**src/rtl/serial_add_ctrl.sv**
```systemverilog
// Bit-serial adder sequencer: feeds one external full-adder cell LSB-first and assembles the result.
// Optional subtract mode (sub port) is enabled with `define SERIAL_ADD_SUB_EN.
//
// state  | meaning
// IDLE   | waiting for start, result registers hold the last result
// RUN    | one operand bit pair per clock through the full adder
// DONE   | one-cycle result-valid pulse; start here chains the next operation
module serial_add_ctrl #(
  parameter  int WIDTH = 8,
  localparam int CNT_W = $clog2(WIDTH) + 1
) (
  input  logic             clk,
  input  logic             rst,
  input  logic             start,
  input  logic [WIDTH-1:0] a,
  input  logic [WIDTH-1:0] b,
  input  logic             cin,
`ifdef SERIAL_ADD_SUB_EN
  input  logic             sub,
`endif
  output logic             busy,
  output logic             done,
  output logic [WIDTH-1:0] sum,
  output logic             cout,
  output logic             fa_a,
  output logic             fa_b,
  output logic             fa_c,
  input  logic             fa_sum,
  input  logic             fa_carry
);

  typedef enum logic [1:0] {
    S_IDLE = 2'd0,
    S_RUN  = 2'd1,
    S_DONE = 2'd2
  } state_t;

  state_t           state_q, state_d;
  logic [WIDTH-1:0] a_q, a_d;
  logic [WIDTH-1:0] b_q, b_d;
  logic             carry_q, carry_d;
  logic [CNT_W-1:0] cnt_q, cnt_d;
  logic [WIDTH-1:0] sum_q, sum_d;
  logic             cout_q, cout_d;
  logic [WIDTH-1:0] b_load;
  logic             carry_load;

  // Subtraction is a + ~b + 1, so only the loaded operand and carry differ.
`ifdef SERIAL_ADD_SUB_EN
  assign b_load     = sub ? ~b : b;
  assign carry_load = sub ? 1'b1 : cin;
`else
  assign b_load     = b;
  assign carry_load = cin;
`endif

  always_comb begin
    state_d = state_q;
    a_d     = a_q;
    b_d     = b_q;
    carry_d = carry_q;
    cnt_d   = cnt_q;
    sum_d   = sum_q;
    cout_d  = cout_q;
    case (state_q)
      S_IDLE, S_DONE: begin
        if (start) begin
          a_d     = a;
          b_d     = b_load;
          carry_d = carry_load;
          cnt_d   = '0;
          state_d = S_RUN;
        end else begin
          state_d = S_IDLE;
        end
      end
      S_RUN: begin
        sum_d   = {fa_sum, sum_q[WIDTH-1:1]};
        carry_d = fa_carry;
        a_d     = a_q >> 1;
        b_d     = b_q >> 1;
        cnt_d   = cnt_q + CNT_W'(1);
        if (cnt_q == CNT_W'(WIDTH - 1)) begin
          cout_d  = fa_carry;
          state_d = S_DONE;
        end
      end
      default: state_d = S_IDLE;
    endcase
  end

  always_ff @(posedge clk or posedge rst) begin
    if (rst) begin
      state_q <= S_IDLE;
      a_q     <= '0;
      b_q     <= '0;
      carry_q <= 1'b0;
      cnt_q   <= '0;
      sum_q   <= '0;
      cout_q  <= 1'b0;
    end else begin
      state_q <= state_d;
      a_q     <= a_d;
      b_q     <= b_d;
      carry_q <= carry_d;
      cnt_q   <= cnt_d;
      sum_q   <= sum_d;
      cout_q  <= cout_d;
    end
  end

  assign busy = (state_q == S_RUN);
  assign done = (state_q == S_DONE);
  assign sum  = sum_q;
  assign cout = cout_q;

  // The shared cell sees zeros whenever it is not ours to use.
  assign fa_a = busy & a_q[0];
  assign fa_b = busy & b_q[0];
  assign fa_c = busy & carry_q;

endmodule
```
**config.mk**
```make
export PLATFORM = sky130hd
export DESIGN_NAME = serial_add_ctrl
export DESIGN_NICKNAME = d
export VERILOG_FILES = /design/src/rtl/serial_add_ctrl.sv
export SDC_FILE = /design/constraint.sdc
export NUM_CORES = 1
export LEC_CHECK = 0
export CAP_MARGIN = 30
export CELL_PAD_IN_SITES_DETAIL_PLACEMENT = 0
export CELL_PAD_IN_SITES_GLOBAL_PLACEMENT = 1
export CORE_MARGIN = 1.5
export CORE_UTILIZATION = 35
export CTS_CLUSTER_SIZE = 28
export DETAILED_ROUTE_END_ITERATION = 16
export PLACE_DENSITY_LB_ADDON = 0.05
export SYNTH_ARGS = -nofsm -noshare
export SYNTH_HDL_FRONTEND = slang
export SYNTH_SLANG_ARGS = --single-unit
```
**constraint.sdc**
```tcl
create_clock -name clk -period 2 [get_ports clk]
set_clock_uncertainty 0.1 [all_clocks]
set_input_delay 0.2 -clock clk [delete_from_list [all_inputs] [get_ports clk]]
set_output_delay 0.2 -clock clk [all_outputs]
set_load 0.02 [all_outputs]
```
==> results of run 1 <==
logic make-up after synthesis:
logic type      Yosys count  share of synthesized area
compound gates           34                      0.201
buf+inv                   8                     0.0320
xor+xnor                  1                    0.00640
fa+ha+maj                 1                    0.00914
flops                    32                      0.585
mux                      12                     0.0969
simple gates             15                     0.0695
final timing paths:
kind | from | endpoint | slack (ns) | cells after the start
setup / recovery | state_q[0]$_DFFE_PP0P_ | busy | 0.14 | 2
hold / removal | rst | cnt_q[3]$_DFFE_PP0P_ | 0.21 | 3
setup reg to reg | state_q[0]$_DFFE_PP0P_ | cout$_DFFE_PP0P_ | 0.22 | 5
hold reg to reg | a_q[0]$_DFFE_PP0P_ | a_q[0]$_DFFE_PP0P_ | 0.38 | 1
max in group asynchronous | rst | b_q[1]$_DFFE_PP0P_ | 1.30 | 3
min in group clk | a_q[0]$_DFFE_PP0P_ | a_q[0]$_DFFE_PP0P_ | 0.38 | 1
flip-flops by register name (all words and copies together) (netlist names):
| register | flops |
|---|---|
| state_q | 2 |
| cnt_q | 4 |
| carry_q | 1 |
| a_q | 8 |
| sum | 8 |
| b_q | 8 |
| cout | 1 |
layout make-up:
type / instances / share of cell area
clock inverter: 2 / 0.00527
inverter: 1 / 0.00198
tap: 48 / 0.0316
sequential: 32 / 0.422
clock buffer: 6 / 0.0435
timing repair buffer: 42 / 0.216
multi-input combinational: 63 / 0.280
cell usage after synthesis (all sizes together):
cell type	n	area, sq um
mux2i	2	20.0
dfrtp	32	801
nor3b	1	12.5
xnor2	1	8.76
ha	1	12.5
nand2b	1	6.26
mux2	10	113
buf	7	40.0
and2	3	18.8
nor2	2	15.0
a22o	18	158
o21ai	1	5.00
nand4	1	6.26
a21o	15	113
inv	1	3.75
nand2	4	15.0
nor2b	3	21.3
stage by stage:
stage | total power, uW | std cells | area (sq um) | hold WS (ns)
2_1_floorplan | 2130 | 103 | 1370 | 0.216
6_report | 3130 | 194 | 1900 | 0.212
3_3_place_gp | 2600 | 185 | 1790 | 0.359
5_1_grt | 3360 | 194 | 1900 | 0.228
4_1_cts | 3190 | 194 | 1890 | 0.206
3_5_place_dp | 2640 | 185 | 1790 | 0.365
power by group through the flow:
stage,clock network (uW),registers [uW],logic (uW)
6_report,500,1140,1480
3_5_place_dp,0,1160,1490
2_1_floorplan,0,1230,896
4_1_cts,529,1150,1520
3_3_place_gp,0,1140,1460
5_1_grt,557,1190,1610
worst max-delay path: stages, from the launching register on:
cell and delay (ns):
dfrtp_1 0.39, nor2b_4 0.24, clkdlybuf4s50_1 0.65
routing by layer:
metal  up-vias  track usage
li1        459            -
met1       471        0.179
met2        26        0.222
met3         3       0.0582
met4         0       0.0547
met5         -            0
timing repair:
action                     CTS  global route
resized for setup            1             3
setup endpoints to repair    4             3
setup buffers                1             0
pin swaps                    0             0
cloned                       0             0
==> impl_metrics.yaml, run 1 <==
worst_setup_path:
  critPathArrivalTime_ns: 1.56
  worst_ep_required_time_ns: 1.70
  cp-start-kind: "flip-flop"
  cp-end-kind: "output pin"
  worst-setup-path-type: "reg2out"
  cp_max_fo: 7
yosys:
  ys_ff_latch: 32
  synth.distinct_cells: 21
  syn_area_sq_mm: 0.00137
  yosysSeqAreaShare: 0.585
  syn_avg_cell_area_sq_um: 13.3
  yosysWarnings: 0
  syn_nets: 126
  syn_inst: 103
power:
  power_density_mw_per_mm2: 1650
  p_comb_frac: 0.474
  power_frac_seq: 0.366
  vdd_drop_max_mv: 0.713
  p_int_uw: 2050
  clock_power_share: 0.160
  switching_share: 0.345
  p_leak_uw: 0.000963
  switchingPower_uw: 1080
final_layout:
  nets: 168
  antennaDiodeCount: 0
  syn_to_final_growth_pct: 38.8
  layout-drive-gt1-share: 0.192
  nFillCells: 370
  fin_util: 0.511
  seqCellArea_sq_um: 801
  multi_input_area_sq_um: 532
  final_cell_mix: "dfrtp_1, clkdlybuf4s50_1, a22o_1, a21o_1, mux2_2"
sta:
  rsz0062_at_grt: "no"
  slew_headroom: 0.720
  period_share: 0.931
  max_freq_mhz: 537
  hold_violations: 0
  period_minus_slack_ns: 1.86
  setup_ws_ns: 0.138
  tightest_slew_ns: 0.419
  setup_viol_count_final: 0
  finalSetupTns_ns: 0
  slew_violations: 0
detailed_routing:
  drt_iter0_markers: 18
  wl_met3_microns: 138
  wl_per_cell_microns: 13.8
  vias_per_cell: 4.94
  finalWirelength_mm: 2.67
  ant_nets: 0
  drc: 0
  drtPass1Iterations: 4
  wl_met2_mm: 1.25
  wl_met1_mm: 1.25
  dr_total_vias: 959
  highest_layer: "met4"
die:
  die_w_microns: 65.5
  start_util: 0.368
  io_pins: 36
  die_area_sq_mm: 0.00429
  core_sq_mm: 0.00372
  die_y_microns: 65.5
  rows: 22
clocking:
  cts_buffers: 5
  cts_sinks: 32
  clk_transition_reported_paths_ns: 0.07
  clkLatencyLatePin_ns: 0.28
  cts_root_buffer: "clkbuf_8"
  h-tree-depth: 2
  cts_buffer_depth: 2
  ctsHoldBuffers: 0
  cts_tree: "done"
flow_run:
  maxCapViolations: 0
global_routing:
  grt_pass1_wl_mm: 4.57
  antenna_found_initial: 0
  grt_pass1_vias: 978
  grtUsageTotal: 0.143
  gr-total-overflow: 0
  grt_max_degree: 33
placement:
  dp_slack_ns: 0.184
  gp_congestion: 0.650
  dp_hpwl_mm: 1.84
  port_buffers: 35
run_status:
  outcome: "finished, final reports clean"
min_path:
  min_path_type: "in2async"
No activity file was read; power rests on OpenSTA's default activity.
==> inputs of run 2 (changes only) <==
--- a/config.mk
+++ b/config.mk
@@ -12,7 +12,8 @@
 export CORE_UTILIZATION = 35
 export CTS_CLUSTER_SIZE = 28
 export DETAILED_ROUTE_END_ITERATION = 16
-export PLACE_DENSITY_LB_ADDON = 0.05
+export DONT_BUFFER_PORTS = 1
+export PLACE_DENSITY = 0.56
 export SYNTH_ARGS = -nofsm -noshare
 export SYNTH_HDL_FRONTEND = slang
 export SYNTH_SLANG_ARGS = --single-unit
==> impl_metrics.yaml, run 2 (synthesis results as in run 1) <==
die:
  start_util: 0.368
  core_sq_mm: 0.00372
  io_pins: 36
  die_area_sq_mm: 0.00429
  die_w_microns: 65.5
  rows: 22
  die_y_microns: 65.5
power:
  power_density_mw_per_mm2: 1750
  p_leak_uw: 0.000796
  vdd_drop_max_mv: 0.689
clocking:
  cts_buffers: 5
  cts_buffer_depth: 2
  h-tree-depth: 2
  clkLatencyLatePin_ns: 0.27
  clk_transition_reported_paths_ns: 0.06
  cts_sinks: 32
  cts_root_buffer: "clkbuf_8"
  cts_tree: "done"
placement:
  gp_congestion: 0.709
  dp_hpwl_mm: 1.78
  port_buffers: 0
run_status:
  outcome: "finished, final reports clean"
worst_setup_path:
  cp_max_fo: 13
  cp-start-kind: "flip-flop"
  cp-end-kind: "output pin"
  path_cells: "nor2b_4 > buf_4 > and2_1"
  critPathMaxStageDelay_ns: 0.39
  worst_ep_required_time_ns: 1.70
  worst-setup-path-type: "reg2out"
  critPathArrivalTime_ns: 1.40
  worst-path-buf-inv: 1
  crit_family: "simple AND/OR/NAND/NOR gates"
  cp_slowest_cell: "dfrtp_1"
sta:
  setup_viol_count_final: 0
  max_freq_mhz: 587
  tightest_slew_ns: 0.518
  hold_violations: 0
  slew_headroom: 0.653
  finalSetupTns_ns: 0
  slew_violations: 0
  period_share: 0.852
  rsz0062_at_grt: "no"
  period_minus_slack_ns: 1.70
final_layout:
  fin_util: 0.425
  antennaDiodeCount: 0
  syn_to_final_growth_pct: 15.4
  layout_commonest_cell: "dfrtp_1"
  final_cell_mix: "dfrtp_1, a22o_1, a21o_1, mux2_2"
  layout-drive-gt1-share: 0.217
  nets: 138
global_routing:
  grt_pass1_vias: 932
  grt_max_degree: 33
  grt_pass1_wl_mm: 4.35
  antenna_found_initial: 0
  grtUsageTotal: 0.138
  gr-total-overflow: 0
min_path:
  min_path_type: "in2reg"
detailed_routing:
  finalWirelength_mm: 2.57
  drc: 0
  dr_total_vias: 868
  drt_iter0_markers: 19
  wl_per_cell_microns: 15.7
  drtPass1Iterations: 3
  ant_nets: 0
  vias_per_cell: 5.33
flow_run:
  maxCapViolations: 0
run 2: changes by cell type in the layout (fill, tap and decap cells not counted), sizes merged:
cell and change:
dlymetal6s2s -3, dlygate4sd3 +6, clkdlybuf4s50 -32, buf -1
clkinv -1
run 2: worst paths after layout:
check | to | startpoint | depth (start not counted) | slack, ns
setup / recovery | fa_a | state_q[0]$_DFFE_PP0P_ | 3 | 0.30
setup reg to reg | cnt_q[2]$_DFFE_PP0P_ | state_q[0]$_DFFE_PP0P_ | 5 | 0.36
hold reg to reg | a_q[6]$_DFFE_PP0P_ | a_q[6]$_DFFE_PP0P_ | 1 | 0.38
min in group asynchronous | cout$_DFFE_PP0P_ | rst | 3 | 0.35
max in group asynchronous | sum[4]$_DFFE_PP0P_ | rst | 3 | 1.16
hold / removal | b_q[4]$_DFFE_PP0P_ | b[4] | 2 | 0.03
run 2: timing repair:
action | CTS | global route
setup buffers | 0 | 2
endpoints found under the hold margin | 37 | 0
setup endpoints to repair | 0 | 1
hold buffers | 6 | 0
resized for setup | 0 | 0
run 2: metrics by stage:
| step | std cells | worst slack [ns] | instance area, sq um | hold slack (ns) | power (uW) |
|---|---|---|---|---|---|
| 6_report | 163 | 0.295 | 1580 | 0.0290 | 2770 |
| 3_5_place_dp | 148 | 0.344 | 1430 | 0.112 | 2310 |
| 3_3_place_gp | 148 | 0.395 | 1430 | 0.102 | 2280 |
| 2_1_floorplan | 103 | 0.586 | 1370 | 0.216 | 2130 |
| 4_1_cts | 161 | 0.0922 | 1560 | 0.0211 | 2790 |
| 5_1_grt | 163 | 0.180 | 1580 | 0.0279 | 3000 |
run 2: metal layers:
layer	global-route usage	part of all wire
met1	0.151	0.39
met2	0.210	0.47
met3	0.0976	0.12
met4	0.0469	0.017
met5	0	0
run 2: report_power, final:
| group | total [uW] | switching, uW | internal (uW) |
|---|---|---|---|
| sequential | 1270 | 318 | 956 |
| combinational | 1050 | 483 | 562 |
| clock | 446 | 211 | 236 |
| total | 2770 | 1010 | 1750 |
run 2: cell type report:
cell class,instances,area [sq um]
Clock inverter,1,5.00
Multi-Input combinational cell,63,532
Clock buffer,6,72.6
Sequential cell,32,801
Tap cell,48,60.1
Timing Repair Buffer,12,105
Fill cell,363,2140
Inverter,1,3.75
==> inputs of run 3 (changes only) <==
--- a/config.mk
+++ b/config.mk
@@ -13,6 +13,7 @@
 export CTS_CLUSTER_SIZE = 28
 export DETAILED_ROUTE_END_ITERATION = 16
 export DONT_BUFFER_PORTS = 1
+export MAX_ROUTING_LAYER = met4
 export PLACE_DENSITY = 0.56
 export SYNTH_ARGS = -nofsm -noshare
 export SYNTH_HDL_FRONTEND = slang
==> impl_metrics.yaml, run 3 (synthesis results as in run 1) <==
power:
  finalPower_uw: 2770
  power_density_mw_per_mm2: 1750
  vdd_drop_max_mv: 0.689
  p_leak_uw: 0.000796
die:
  rows: 22
  core_sq_mm: 0.00372
  die_w_microns: 65.5
  die_y_microns: 65.5
  io_pins: 36
  start_util: 0.368
  die_area_sq_mm: 0.00429
sta:
  rsz0062_at_grt: "no"
  finalSetupTns_ns: 0
  period_share: 0.854
  setup_ws_ns: 0.291
  tightest_slew_ns: 0.526
  hold_violations: 0
  setup_viol_count_final: 0
  slew_violations: 0
  slew_headroom: 0.648
  max_freq_mhz: 585
  period_minus_slack_ns: 1.71
global_routing:
  grt_pass1_vias: 932
  busiest_layer: "met2"
  grt_use_met3: 0.0959
  met2_usage: 0.209
  gr-usage-met1: 0.155
  grt_max_degree: 33
  antenna_found_initial: 0
  gr-total-overflow: 0
  grt_pass1_wl_mm: 4.35
  grtUsageTotal: 0.142
detailed_routing:
  ant_nets: 0
  dr_total_vias: 864
  vias_per_cell: 5.30
  wl_per_cell_microns: 15.8
  drtPass1Iterations: 4
  drc: 0
  drt_iter0_markers: 29
  finalWirelength_mm: 2.57
placement:
  dp_hpwl_mm: 1.78
  dp_slack_ns: 0.344
  gp_congestion: 0.717
  port_buffers: 0
min_path:
  min_path_type: "in2reg"
  whs_endpoint: "b_q[4]$_DFFE_PP0P_"
  hold_depth: 2
  hp-start: "b[4]"
worst_setup_path:
  reg2reg_depth: 5
  path_cells: "nor2b_4 > buf_4 > and2_1"
  ff2ff_setup_slack_ns: 0.36
  critPathArrivalTime_ns: 1.41
  cp-start-kind: "flip-flop"
  critPathMaxStageDelay_ns: 0.39
  regToRegEndpoint: "cnt_q[2]$_DFFE_PP0P_"
  cp_max_fo: 13
  cp_slowest_cell: "dfrtp_1"
  worst-path-buf-inv: 1
  startpoint: "state_q[0]$_DFFE_PP0P_"
  crit_family: "simple AND/OR/NAND/NOR gates"
  worst_ep_required_time_ns: 1.70
  cp-end-kind: "output pin"
  worst-setup-path-type: "reg2out"
  r2r-start: "state_q[0]$_DFFE_PP0P_"
clocking:
  cts_buffer_depth: 2
  cts_buffers: 5
  cts_sinks: 32
  cts_root_buffer: "clkbuf_8"
  clkLatencyLatePin_ns: 0.27
  clk_transition_reported_paths_ns: 0.06
  cts_tree: "done"
  h-tree-depth: 2
flow_run:
  maxCapViolations: 0
final_layout:
  layout_commonest_cell: "dfrtp_1"
  nets: 138
  antennaDiodeCount: 0
  syn_to_final_growth_pct: 15.4
  layout-drive-gt1-share: 0.217
  final_cell_mix: "dfrtp_1, a22o_1, a21o_1, mux2_2"
  nFillCells: 363
run_status:
  outcome: "finished, final reports clean"
-- run 3: report_power, final --
| part | internal (uW) | switching, uW |
|---|---|---|
| Sequential | 956 | 319 |
| Clock | 236 | 210 |
| Combinational | 562 | 487 |
-- run 3: how the worst max path moves through the flow --
stage                                      end  depth (start not counted)
after CTS                                 fa_a                          3
final                                     fa_a                          3
after global routing                      fa_a                          3
after detailed placement  cnt_q[2]$_DFFE_PP0P_                          4
after floorplan             b_q[2]$_DFFE_PP0P_                          5
after global placement    cnt_q[2]$_DFFE_PP0P_                          4
-- run 3: metrics by stage --
| step | utilization | cell area (sq um) | cells | hold WS, ns |
|---|---|---|---|---|
| 3_3_place_gp | 0.384 | 1430 | 148 | 0.102 |
| 2_1_floorplan | - | 1370 | 103 | 0.216 |
| 3_5_place_dp | 0.384 | 1430 | 148 | 0.112 |
| 5_1_grt | 0.425 | 1580 | 163 | 0.0279 |
| 6_report | 0.425 | 1580 | 163 | 0.0295 |
| 4_1_cts | 0.421 | 1560 | 161 | 0.0211 |
-- run 3: area by class of cell --
cell class | count | area, sq um | share of cell area
Clock buffer | 6 | 72.6 | 0.0460
Clock inverter | 1 | 5.00 | 0.00317
Inverter | 1 | 3.75 | 0.00238
Multi-Input combinational cell | 63 | 532 | 0.337
Sequential cell | 32 | 801 | 0.507
Tap cell | 48 | 60.1 | 0.0380
Timing Repair Buffer | 12 | 105 | 0.0666
-- run 3: what timing repair did --
item | in CTS | in global routing
gates resized for setup | 0 | 0
hold endpoints to repair | 37 | 0
setup endpoints to repair | 0 | 1
setup buffers | 0 | 2
hold buffers | 6 | 0
-- run 3: per-layer routing --
metal  routed length (microns)  part of all wire
met4                        44             0.017
met3                       316              0.12
met2                      1190              0.46
met1                      1020              0.40
met5                         0                 0
==> RTL edit, RTL diff (flow settings as in run 3) <==
Make the reset (`rst`) synchronous in one clocked block.
--- a/src/rtl/serial_add_ctrl.sv
+++ b/src/rtl/serial_add_ctrl.sv
@@ -89,7 +89,7 @@
     endcase
   end
 
-  always_ff @(posedge clk or posedge rst) begin
+  always_ff @(posedge clk) begin
     if (rst) begin
       state_q <= S_IDLE;
       a_q     <= '0;
Behaviour: differs if rst is asserted again (counterexample within 4 cycles, from zero or initial values and one cycle with rst high); with rst held inactive, the same outputs for 10 cycles.
==> RTL edit against run 3 <==
First-iteration DRC count up 93%. Utilization down 1.9 points. Sequential cell count unchanged. Worst hold slack worse by 0.018 ns. Synthesized area down 0.37%. Cell count up 25%. Setup slack worse by 0.012 ns. Highest routed layer unchanged. Wire length up 20%. Design area down 5.1%. Non-clock buffer count down 2.
Power is not compared: it rests on default switching activity, and its combinational part moved more than twofold at a synthesized area within 25%.
==> RTL edit: results (changes against run 3) <==
metric,value,unit,change
status,completed,,
avgRoutedWirePerCell,15.2,um,-3.5%
r2r_start,state_q[0],,
r2r_end,cnt_q[2],,
vias,1093,,+27%
clk_path_buf_depth,2,,unchanged
cts_buffers,5,,unchanged
ys_types,30,,+43%
synth-async-reset-ratio,0,%,-100 points
hold_end,b_q[1],,
synth_area_leaders,"dfxtp_1 47%, a21oi_1 10%, a22oi_1 8.3%",,
io_buffers,0,,unchanged
crit_fanout,17,,+4
p_leak,0.000521,uW,
synth_fp_nets,174,,+38%
reg2reg_setup_slack,0.48,ns,+0.12 ns
grt_start_max_net_pins,32,,-3.0%
path_clk_slew,0.06,ns,about the same
drt_iter0_markers,56,,+93%
fin_area,0.00150,mm2,-5.1%
synth-seq-area-share,47.0,%,-12 points
maxSlewHeadroom,64.3,%,-0.50 points
min_from,b[1],,
hpwl,2000,um,+12%
grt_pass1_wl,5060,um,+16%
ir_drop,353,uV,
grt_usage,16.2,%,+1.9 points
fill_cells,399,,+9.9%
finalNetCount,177,,+28%
critPathMaxStageDelay,0.40,ns,
slowest_stage,dfxtp_1,,
cts-htree-levels,2,,unchanged
place_area,0.00135,mm2,-5.4%
holdWs,0.0111,ns,-0.0184 ns
synthTopCellsByCount,"32 x dfxtp_1, 28 x a21oi_1, 19 x nand2_1, 17 x nand3_1, 15 x a22oi_1",,
cts-hold-fix-buffers,5,,-1
place_congestion,0.655,,-8.7%
drive_gt1_share,13.5,%,-8.2 points
yosys_warnings,0,,unchanged
synth_flop_cell,dfxtp_1,,
==> RTL edit: stage by stage <==
stage	setup WS, ns	std cells
finish	0.280	203
global route	0.201	203
CTS	0.254	203
detailed placement	0.483	190
global placement	0.487	190
floorplan	0.688	151
==> RTL edit: final cells by class <==
type	instances	area share (%)
tap	48	4.01
sequential	32	42.7
clock buffer	8	6.01
multi-input combinational	103	40.2
inverter	2	0.501
timing repair buffer	10	6.51
==> RTL edit: kinds of logic (layout without fill, tap and decap cells) <==
| kind of cell | Yosys count | in the layout | share of synthesized area [%] |
|---|---|---|---|
| simple gates | 53 | 53 | 20.3 |
| compound gates | 47 | 47 | 21.1 |
| flops | 32 | 32 | 47.0 |
| buf+inv | 16 | 20 | 8.81 |
| mux | 2 | 2 | 1.93 |
| fa+ha+maj | 1 | 1 | 0.917 |
==> RTL edit: worst max-delay path: cells and delay by family, from the launching register on <==
kind | cells | cell delay (ns)
simple gates | 2 | 0.46
flops | 1 | 0.40
buf+inv | 1 | 0.27
==> RTL edit: how the worst max path moves through the flow <==
stage                    start       end
floorplan           state_q[0]      fa_a
finish              state_q[0]      fa_c
global placement    state_q[0]  cnt_q[2]
global route        state_q[0]      fa_c
detailed placement  state_q[0]  cnt_q[2]
CTS                 state_q[0]      fa_c
==> RTL edit: metal layers <==
metal | GRT usage [%] | wire length, um
met1 | 17.6 | 1340
met2 | 26.8 | 1480
met3 | 6.68 | 227
met4 | 5.47 | 43
met5 | - | 0
==> RTL edit: power breakdown <==
group	total, uW	switching (uW)	internal (uW)
sequential	688	20.0	668
combinational	148	92.5	55.7
clock	505	225	280
